<file path="config.mk">
export PLATFORM = sky130hd
export DESIGN_NAME = info_record_cache
export DESIGN_NICKNAME = d
export VERILOG_FILES = /design/src/rtl/info_record_cache.sv
export SDC_FILE = /design/constraint.sdc
export NUM_CORES = 1
export LEC_CHECK = 0
export ABC_AREA = 1
export CAP_MARGIN = 15
export CORE_AREA = 5 5 173 300
export DETAILED_ROUTE_END_ITERATION = 8
export DIE_AREA = 0 0 178 305
export PLACE_DENSITY_LB_ADDON = 0.1
export SLEW_MARGIN = 40
export SYNTH_ARGS = -nofsm -noshare
export SYNTH_HDL_FRONTEND = slang
export SYNTH_SLANG_ARGS = --single-unit
</file>
<file path="constraint.sdc">
create_clock -name clk -period 2 [get_ports clk]
set_input_delay 0.5 -clock clk [delete_from_list [all_inputs] [get_ports clk]]
set_output_delay 0.5 -clock clk [all_outputs]
set_load 0.03 [all_outputs]
</file>
<file path="src/rtl/info_record_cache.sv">
// info_record_cache
// Direct-mapped cache of packed user/shop records, keyed by user ID, placed
// between the shopping controller record port and the DRAM bridge.
// Build option: define INFO_CACHE_WB_EN for write-back with dirty lines.
// Without it the cache is write-through: every write is forwarded to the
// bridge immediately, and lines are always clean.
//
// state       | meaning
// ------------+-------------------------------------------------------------
// S_IDLE      | waiting for a request or a flush command
// S_EVICT     | bridge write in flight (dirty victim, or write-through write)
// S_FILL_REQ  | fetch request presented to the bridge
// S_FILL_WAIT | fetch accepted, waiting for mem_rsp_valid
// S_RESP      | rsp_valid pulse to the controller
// S_FLUSH     | scanning all lines, writing back dirty ones

module info_record_cache #(
   parameter int ENTRIES = 4,
   parameter int ID_W    = 8,
   parameter int REC_W   = 64
) (
   input  logic             clk,
   input  logic             rst_n,
   input  logic             req_valid,
   output logic             req_ready,
   input  logic             req_write,
   input  logic [ID_W-1:0]  req_id,
   input  logic [REC_W-1:0] req_wdata,
   output logic             rsp_valid,
   output logic [REC_W-1:0] rsp_data,
   output logic             mem_req_valid,
   input  logic             mem_req_ready,
   output logic             mem_req_write,
   output logic [ID_W-1:0]  mem_req_addr,
   output logic [REC_W-1:0] mem_req_wdata,
   input  logic             mem_rsp_valid,
   input  logic [REC_W-1:0] mem_rsp_data,
   input  logic             flush,
   output logic             flush_done,
   output logic [15:0]      hit_cnt,
   output logic [15:0]      miss_cnt
);

   localparam int IDX_W = (ENTRIES > 1) ? $clog2(ENTRIES) : 1;
   localparam logic [IDX_W-1:0] LAST_IDX = IDX_W'(ENTRIES - 1);

   typedef enum logic [2:0] {
      S_IDLE,
      S_EVICT,
      S_FILL_REQ,
      S_FILL_WAIT,
      S_RESP,
      S_FLUSH
   } state_t;

   state_t             state;
   logic [ENTRIES-1:0] line_valid;
   logic [ID_W-1:0]    line_tag  [ENTRIES];
   logic [REC_W-1:0]   line_data [ENTRIES];
`ifdef INFO_CACHE_WB_EN
   logic [ENTRIES-1:0] line_dirty;
   logic               cur_write;
   logic [REC_W-1:0]   cur_wdata;
`endif
   logic [IDX_W-1:0]   cur_idx;
   logic [ID_W-1:0]    cur_id;
   logic [IDX_W-1:0]   flush_idx;

   logic [IDX_W-1:0]   req_idx;
   logic               req_hit;
   logic               victim_dirty;
   logic               flush_wb;
   logic               flush_last;

   // Request acceptance, line lookup and flush scan decode
   assign req_ready  = rst_n && (state == S_IDLE) && !flush;
   assign req_idx    = req_id[IDX_W-1:0];
   assign req_hit    = line_valid[req_idx] && (line_tag[req_idx] == req_id);
   assign flush_last = (flush_idx == LAST_IDX);
`ifdef INFO_CACHE_WB_EN
   assign victim_dirty = line_valid[req_idx] && line_dirty[req_idx];
   assign flush_wb     = line_valid[flush_idx] && line_dirty[flush_idx];
`else
   assign victim_dirty = 1'b0;
   assign flush_wb     = 1'b0;
`endif

   // Controller FSM, line storage, bridge port and statistics counters
   always_ff @(posedge clk or negedge rst_n) begin
      if (!rst_n) begin
         state         <= S_IDLE;
         line_valid    <= '0;
`ifdef INFO_CACHE_WB_EN
         line_dirty    <= '0;
         cur_write     <= 1'b0;
         cur_wdata     <= '0;
`endif
         for (int i = 0; i < ENTRIES; i++) begin
            line_tag[i]  <= '0;
            line_data[i] <= '0;
         end
         cur_idx       <= '0;
         cur_id        <= '0;
         flush_idx     <= '0;
         rsp_valid     <= 1'b0;
         rsp_data      <= '0;
         mem_req_valid <= 1'b0;
         mem_req_write <= 1'b0;
         mem_req_addr  <= '0;
         mem_req_wdata <= '0;
         flush_done    <= 1'b0;
         hit_cnt       <= '0;
         miss_cnt      <= '0;
      end else begin
         rsp_valid  <= 1'b0;
         flush_done <= 1'b0;
         case (state)
            S_IDLE: begin
               if (flush) begin
                  flush_idx <= '0;
                  state     <= S_FLUSH;
               end else if (req_valid) begin
                  cur_idx <= req_idx;
                  cur_id  <= req_id;
`ifdef INFO_CACHE_WB_EN
                  cur_write <= req_write;
                  cur_wdata <= req_wdata;
`endif
                  if (req_hit) begin
                     if (hit_cnt != 16'hFFFF) hit_cnt <= hit_cnt + 16'd1;
                     if (req_write) begin
                        line_data[req_idx] <= req_wdata;
                        rsp_data           <= req_wdata;
`ifdef INFO_CACHE_WB_EN
                        line_dirty[req_idx] <= 1'b1;
                        rsp_valid           <= 1'b1;
                        state               <= S_RESP;
`else
                        mem_req_valid <= 1'b1;
                        mem_req_write <= 1'b1;
                        mem_req_addr  <= req_id;
                        mem_req_wdata <= req_wdata;
                        state         <= S_EVICT;
`endif
                     end else begin
                        rsp_data  <= line_data[req_idx];
                        rsp_valid <= 1'b1;
                        state     <= S_RESP;
                     end
                  end else begin
                     if (miss_cnt != 16'hFFFF) miss_cnt <= miss_cnt + 16'd1;
                     if (victim_dirty) begin
                        // write-back of the old owner comes before anything else
                        mem_req_valid <= 1'b1;
                        mem_req_write <= 1'b1;
                        mem_req_addr  <= line_tag[req_idx];
                        mem_req_wdata <= line_data[req_idx];
                        state         <= S_EVICT;
                     end else if (req_write) begin
                        line_valid[req_idx] <= 1'b1;
                        line_tag[req_idx]   <= req_id;
                        line_data[req_idx]  <= req_wdata;
                        rsp_data            <= req_wdata;
`ifdef INFO_CACHE_WB_EN
                        line_dirty[req_idx] <= 1'b1;
                        rsp_valid           <= 1'b1;
                        state               <= S_RESP;
`else
                        mem_req_valid <= 1'b1;
                        mem_req_write <= 1'b1;
                        mem_req_addr  <= req_id;
                        mem_req_wdata <= req_wdata;
                        state         <= S_EVICT;
`endif
                     end else begin
                        mem_req_valid <= 1'b1;
                        mem_req_write <= 1'b0;
                        mem_req_addr  <= req_id;
                        mem_req_wdata <= '0;
                        state         <= S_FILL_REQ;
                     end
                  end
               end
            end

            S_EVICT: begin
               if (mem_req_ready) begin
                  mem_req_valid <= 1'b0;
`ifdef INFO_CACHE_WB_EN
                  line_dirty[cur_idx] <= 1'b0;
                  if (cur_write) begin
                     line_valid[cur_idx] <= 1'b1;
                     line_dirty[cur_idx] <= 1'b1;
                     line_tag[cur_idx]   <= cur_id;
                     line_data[cur_idx]  <= cur_wdata;
                     rsp_data            <= cur_wdata;
                     rsp_valid           <= 1'b1;
                     state               <= S_RESP;
                  end else begin
                     // fetch is a new transaction and follows directly
                     mem_req_valid <= 1'b1;
                     mem_req_write <= 1'b0;
                     mem_req_addr  <= cur_id;
                     mem_req_wdata <= '0;
                     state         <= S_FILL_REQ;
                  end
`else
                  rsp_valid <= 1'b1;
                  state     <= S_RESP;
`endif
               end
            end

            S_FILL_REQ: begin
               if (mem_req_ready) begin
                  mem_req_valid <= 1'b0;
                  state         <= S_FILL_WAIT;
               end
            end

            S_FILL_WAIT: begin
               if (mem_rsp_valid) begin
                  line_valid[cur_idx] <= 1'b1;
                  line_tag[cur_idx]   <= cur_id;
                  line_data[cur_idx]  <= mem_rsp_data;
`ifdef INFO_CACHE_WB_EN
                  line_dirty[cur_idx] <= 1'b0;
`endif
                  rsp_data  <= mem_rsp_data;
                  rsp_valid <= 1'b1;
                  state     <= S_RESP;
               end
            end

            S_RESP: begin
               state <= S_IDLE;
            end

            S_FLUSH: begin
               if (mem_req_valid && !mem_req_ready) begin
                  state <= S_FLUSH;
               end else if (!mem_req_valid && flush_wb) begin
                  mem_req_valid <= 1'b1;
                  mem_req_write <= 1'b1;
                  mem_req_addr  <= line_tag[flush_idx];
                  mem_req_wdata <= line_data[flush_idx];
               end else begin
                  if (mem_req_valid) begin
                     mem_req_valid <= 1'b0;
`ifdef INFO_CACHE_WB_EN
                     line_dirty[flush_idx] <= 1'b0;
`endif
                  end
                  if (flush_last) begin
                     flush_done <= 1'b1;
                     state      <= S_IDLE;
                  end else begin
                     flush_idx <= flush_idx + 1'b1;
                  end
               end
            end

            default: state <= S_IDLE;
         endcase
      end
   end

endmodule

</file>
==> results.py, run 1 <==
metrics = {
    "outcome": {
        "outcome": "finished with violations",
        "violations": "setup timing",
    },
    "final_layout": {
        "area_growth_pct": 38.8,
        "fin_cells": 4340,
        "diodes": 0,
        "drive_above_1_share_pct": 17.4,
        "fin_nets": 3793,
        "final_common_cell": "nand2_1",
        "stdcell_area_sq_um": 34300,
        "final_cell_mix": "670 x nand2_1, 476 x dfrtp_1, 365 x inv_1",
    },
    "grt": {
        "grt_pass1_vias": 26500,
        "track_usage_pct": 34.8,
        "overflow": 0,
        "antenna_found_initial": 1,
        "grt_max_degree": 113,
        "grt_pass1_wl_microns": 149000,
    },
    "cts": {
        "clock_path_buffers": 3,
        "clock-sinks": 476,
        "cts-root-buf": "clkbuf_16",
        "cts_htree_levels": 2,
        "clk_pin_slew_worst_paths_ns": 0.06,
        "clock_latency_ns": 0.58,
        "cts_buffers": 47,
        "cts_tree": "yes",
    },
    "detailed_routing": {
        "first_pass_iters": 7,
        "via_per_inst": 6.21,
        "routed_wl_microns": 104000,
        "drc_errors": 0,
        "drtIter0Drc": 3680,
        "ant_nets": 0,
        "wire_per_inst_microns": 23.9,
        "num_vias": 27000,
    },
    "logic_synthesis": {
        "synth_edf_count": 0,
        "ys_warn_count": 0,
        "avgSynthCellArea_sq_um": 7.80,
        "ys_seq_area_share_pct": 48.2,
        "netlist_area_sq_um": 24700,
        "ys_ff_latch": 476,
        "async_flop_share_pct": 100,
        "synthDistinctLibCells": 38,
        "synth_ff_type": "dfrtp_1",
        "synthesis.instances": 3172,
        "syn_nets": 3318,
    },
    "power": {
        "power_frac_clock_pct": 18.2,
        "ir_drop_v": 0.000857,
        "internal-power_mw": 27.9,
        "pwr-share-seq_pct": 33.2,
        "p_sw_share_pct": 41.7,
        "p_switching_mw": 19.9,
        "total_power_mw": 47.8,
        "powerDensity_nw_per_um2": 1390,
        "total_leakage_power_nw": 16.3,
        "pwr-share-comb_pct": 48.6,
    },
    "critical_path": {
        "crit_fanout": 8,
        "end_kind": "flop",
        "worstSetupStartpoint": "state[2]",
        "required_ns": 2.47,
        "worstPathArrival_ns": 2.84,
        "reg2reg_from": "state[2]",
        "cp-start-kind": "flop",
        "r2r_cells": 15,
        "crit_type": "reg -> reg",
    },
    "placed_design": {
        "postPlaceCellArea_sq_um": 30300,
        "io_buffers": 315,
        "gp_congestion": 0.958,
        "place_inst": 4170,
        "dp_hpwl_microns": 58800,
    },
    "timing": {
        "rsz0062_at_grt": "true",
        "post-route-period-util_pct": 119,
        "report.final.setup_viol": 617,
        "fin_worst_skew_ns": 0.0168,
        "maxSlewViolCount": 0,
        "fin_ws_ns": -0.375,
        "slew_headroom_pct": 54.0,
        "finalHoldViolCount": 0,
        "tightest_slew_ns": 0.690,
        "period_needed_ns": 2.37,
        "fmax_ghz": 0.421,
    },
    "flow_run": {
        "max-cap-violations": 0,
    },
    "die": {
        "die_x_microns": 178,
        "die-area_sq_um": 54300,
        "rows": 108,
        "ioPinCount": 316,
        "die_height_microns": 305,
        "initial_utilization_pct": 50.1,
        "coreArea_sq_um": 49300,
    },
    "worst_hold_path": {
        "hp-class": "in -> async",
    },
}
-- power by group through the flow --
stage	clock [mW]	combinational [mW]	sequential (mW)
2_1_floorplan	0	8.41	17.8
3_3_place_gp	0	18.5	15.7
3_5_place_dp	0	18.9	15.8
4_1_cts	8.76	20.3	15.7
5_1_grt	9.12	24.5	16.3
6_report	8.71	23.2	15.9
-- synthesized netlist by cell type (all sizes together) (10+ instances only) --
library cell / n / area share, %
a221oi: 64 / 2.3
nand4: 14 / 0.35
nor2: 131 / 2.2
nand3: 172 / 3.5
a21oi: 136 / 2.8
a22oi: 26 / 0.79
nand2: 776 / 12
nor3: 15 / 0.32
xnor2: 10 / 0.35
buf: 108 / 2.6
dfrtp: 476 / 48
o21ai: 386 / 7.9
clkbuf: 122 / 1.9
o22ai: 320 / 8.1
xor2: 19 / 0.67
inv: 383 / 5.8
-- state kept, by name, indices dropped and copies added (netlist names) --
signal and flops:
line_data 256, mem_req_wdata 64, rsp_data 64, line_tag 31
hit_cnt 16, miss_cnt 16, mem_req_addr 8, cur_id 7
line_valid 4, state 3, flush_idx 2, cur_idx 1
flush_done 1, mem_req_valid 1, mem_req_write 1, rsp_valid 1
-- worst max-delay path: stages (launching register included) --
cell and delay, ns:
dfrtp_1 0.43, nor2_2 0.16, inv_2 0.06, nor2_4 0.12, buf_12 0.13, nand2_1 0.09
o21ai_4 0.10, nor3_4 0.06, buf_6 0.13, o21ai_4 0.14, buf_12 0.17, nor2_4 0.05
buf_12 0.16, buf_12 0.13, buf_12 0.13, o21ai_0 0.20
-- through the flow --
stage,worst slack [ns],util (%),setup TNS (ns),hold slack [ns]
finish,-0.375,69.6,-115.87,0.0363
CTS,-0.308,65.8,-116.38,0.0865
global route,-0.413,69.6,-154.95,0.0830
detailed placement,-1.03,61.4,-331.25,0.329
global placement,-0.995,61.4,-326.50,0.327
floorplan,-0.0160,-,-0.0160,0.204
-- path summary, 6_finish.rpt --
kind,to,slack [ns]
min reg2reg,line_tag[16],0.47
max in group asynchronous,line_data[53],1.35
max reg2reg,line_data[8],-0.37
min,line_tag[31],0.04
max,line_data[8],-0.37
min in group clk,line_tag[16],0.47
-- kinds of logic (layout without fill, tap and decap cells) --
family | after synthesis | count (layout) | share of synthesized area, %
XOR/XNOR | 29 | 29 | 1.03
adder cells (fa/ha/maj) | 3 | 3 | 0.152
AO/OA/AOI/OAI | 937 | 937 | 22.0
AND/OR/NAND/NOR | 1114 | 1114 | 18.4
buffers and inverters | 613 | 1121 | 10.2
flip-flops | 476 | 476 | 48.2
-- area by class of cell --
class                      count  area, sq um
clock buffer                  72         1380
clock inverter                10         60.1
fill                        3958        15000
inverter                     383         1450
multi-input combinational   2083        11100
sequential                   476        11900
tap                          660          826
timing repair buffer         656         7570
-- routing by layer --
layer	GRT usage [%]	share of wire, %
met5	0	0
met4	18.6	6.8
met3	6.26	11
met2	58.1	48
met1	42.5	34
-- timing repair --
item / CTS / global route
gates cloned: 13 / 37
buffers inserted: 25 / 18
pin swaps: 10 / 63
hold buffers: 1 / 0
setup endpoints to repair: 636 / 633
endpoints found under the hold margin: 3 / 0
gates resized for setup: 86 / 315
Note: power is estimated with default switching activity, not from simulation.
==> inputs of run 2 (changes only) <==
- CORE_AREA: 5 5 173 300 -> 4 4 172 299
- DIE_AREA: 0 0 178 305 -> 0 0 176 303
- SLEW_MARGIN: 40 -> not set
==> run 2 against run 1 <==
  * The flow finishes with violations (DRC, setup timing)
  * Clock-buffer cell count is 9 lower
  * Fmax down 0.15%
  * Sequential power hardly changed
  * Routed wire length up 3.0%
  * Via count is 1.9% higher
  * Largest power group unchanged
==> results.py, run 2 (same netlist as run 1, synthesis figures left out) <==
metrics = {
    "final_layout": {
        "largest_reg_flops": 256,
        "fin_nets": 3814,
        "fin_cells": 4359,
        "final_common_cell": "nand2_1",
        "drive_above_1_share_pct": 23.1,
        "largest_registers": "line_data (256), mem_req_wdata (64), rsp_data (64)",
        "finish.utilization_pct": 73.4,
        "largest_register": "line_data",
        "final_cell_mix": "606 x nand2_1, 475 x dfrtp_1, 365 x inv_1",
        "area_growth_pct": 44.7,
        "fillers": 3672,
    },
    "detailed_routing": {
        "drtIter0Drc": 3948,
        "num_vias": 27500,
        "ant_nets": 0,
        "drc_errors": 2,
        "routed_wl_microns": 107000,
        "via_per_inst": 6.31,
        "first_pass_iters": 9,
        "wire_per_inst_microns": 24.5,
    },
    "grt": {
        "grt_pass1_wl_microns": 154000,
        "overflow": 0,
        "grt_max_degree": 103,
        "antenna_found_initial": 4,
        "track_usage_pct": 36.7,
        "grt_pass1_vias": 27400,
    },
    "die": {
        "rows": 107,
        "die_x_microns": 176,
        "ioPinCount": 316,
        "die_height_microns": 303,
        "coreArea_sq_um": 48700,
        "initial_utilization_pct": 50.7,
        "die-area_sq_um": 53300,
    },
    "timing": {
        "maxSlewViolCount": 0,
        "rsz0062_at_grt": "true",
        "report.final.setup_viol": 597,
        "finalHoldViolCount": 0,
        "post-route-period-util_pct": 119,
        "slew_headroom_pct": 62.7,
        "fmax_ghz": 0.420,
        "fin_ws_ns": -0.379,
        "tightest_slew_ns": 0.559,
        "fin_worst_skew_ns": 0.0276,
        "period_needed_ns": 2.38,
    },
    "critical_path": {
        "cp_slowest_stage_delay_ns": 0.42,
        "cp-start-kind": "flop",
        "crit_fanout": 9,
        "worstSetupStartpoint": "state[0]",
        "required_ns": 2.46,
        "crit_type": "reg -> reg",
        "end_kind": "flop",
        "cpMaxStageDelayCell": "dfrtp_1",
        "worstPathArrival_ns": 2.84,
        "reg2reg_from": "state[0]",
        "crit_path_cell_trace": "nor2_4, inv_2, nor2_4, o21ai_4, nor3_4, o21ai_4, a21oi_4, buf_12, buf_4, buf_6, o21ai_1",
    },
    "placed_design": {
        "place_inst": 4154,
        "dp_hpwl_microns": 58800,
        "gp_congestion": 0.955,
        "io_buffers": 315,
    },
    "cts": {
        "cts_buffers": 46,
        "cts_tree": "yes",
        "cts-root-buf": "clkbuf_16",
        "clock-sinks": 476,
        "clk_pin_slew_worst_paths_ns": 0.07,
        "cts_htree_levels": 2,
        "clock_latency_ns": 0.59,
        "clock_path_buffers": 3,
    },
    "power": {
        "powerDensity_nw_per_um2": 1390,
        "total_leakage_power_nw": 16.9,
        "total_power_mw": 49.8,
        "ir_drop_v": 0.00110,
    },
    "flow_run": {
        "max-cap-violations": 0,
    },
    "worst_hold_path": {
        "worstHoldStart": "line_tag[1]",
        "hp-class": "reg -> reg",
    },
    "outcome": {
        "outcome": "finished with violations",
        "violations": "DRC, setup timing",
    },
}
[run 2: changes by cell type in the layout (fill, tap and decap cells not counted), sizes merged]
| cell | previous run | this run |
|---|---|---|
| clkinvlp | 1 | 3 |
| bufinv | 0 | 2 |
| clkinv | 7 | 14 |
| dlygate4sd2 | 19 | 43 |
| dlymetal6s2s | 1 | 0 |
| buf | 307 | 337 |
| clkdlybuf4s15 | 4 | 2 |
| clkdlybuf4s50 | 289 | 268 |
| diode | 0 | 1 |
| clkbuf | 105 | 88 |
[run 2: timing repair]
item                                    in CTS  in global routing
setup buffers                               49                 24
hold buffers                                 1                  0
endpoints found under the setup margin     637                610
gates resized for setup                    387                383
pin swaps                                   23                 41
gates cloned                                32                 29
endpoints found under the hold margin       27                  0
[run 2: path summary, 6_finish.rpt]
kind                                     end  slack, ns  depth (start not counted)
setup reg to reg              line_data[158]      -0.38                         11
max in group asynchronous  mem_req_wdata[55]       0.58                          4
setup / recovery              line_data[158]      -0.38                         11
hold reg to reg                  line_tag[1]       0.48                          2
min in group asynchronous       rsp_data[16]       0.56                          3
hold / removal                   line_tag[1]       0.48                          2
[run 2: final cells by class]
| class | instances | area [sq um] | share of cell area (%) |
|---|---|---|---|
| Multi-Input combinational cell | 2083 | 12000 | 33.6 |
| Sequential cell | 476 | 11900 | 33.3 |
| Timing Repair Buffer | 678 | 8090 | 22.6 |
| Inverter | 383 | 1460 | 4.09 |
| Clock buffer | 63 | 1330 | 3.71 |
| Tap cell | 654 | 818 | 2.29 |
| Clock inverter | 21 | 170 | 0.476 |
| Antenna cell | 1 | 2.50 | 0.00699 |
[run 2: worst max-delay path, delay by kind of cell (launching register included)]
kind | cells | cell delay, ns
AO/OA/AOI/OAI | 4 | 0.74
buffers and inverters | 4 | 0.54
flip-flops | 1 | 0.42
AND/OR/NAND/NOR | 3 | 0.57
[run 2: stage by stage]
stage                     instance area, sq um  hold slack (ns)  worst slack [ns]  TNS (ns)
after global routing                     35800            0.498            -0.431   -154.75
final                                    35800            0.481            -0.379   -119.96
after detailed placement                 30300            0.454             -1.13   -387.81
after CTS                                34000            0.470            -0.269    -83.14
after global placement                   30300            0.451             -1.12   -378.17
after floorplan                          24800            0.204           -0.0160   -0.0160
[run 2: per-layer routing]
metal	up-vias	GRT usage (%)	part of all wire [%]
met2	2152	60.8	47
met3	689	7.47	12
met5	-	0	0.012
met1	12900	43.4	33
met4	2	23.9	8.5
li1	11700	-	-
[run 2: power breakdown]
part	switching [mW]	internal, mW
Combinational	14.5	10.3
Clock	4.05	4.92
Sequential	2.50	13.6
Total	21.0	28.8
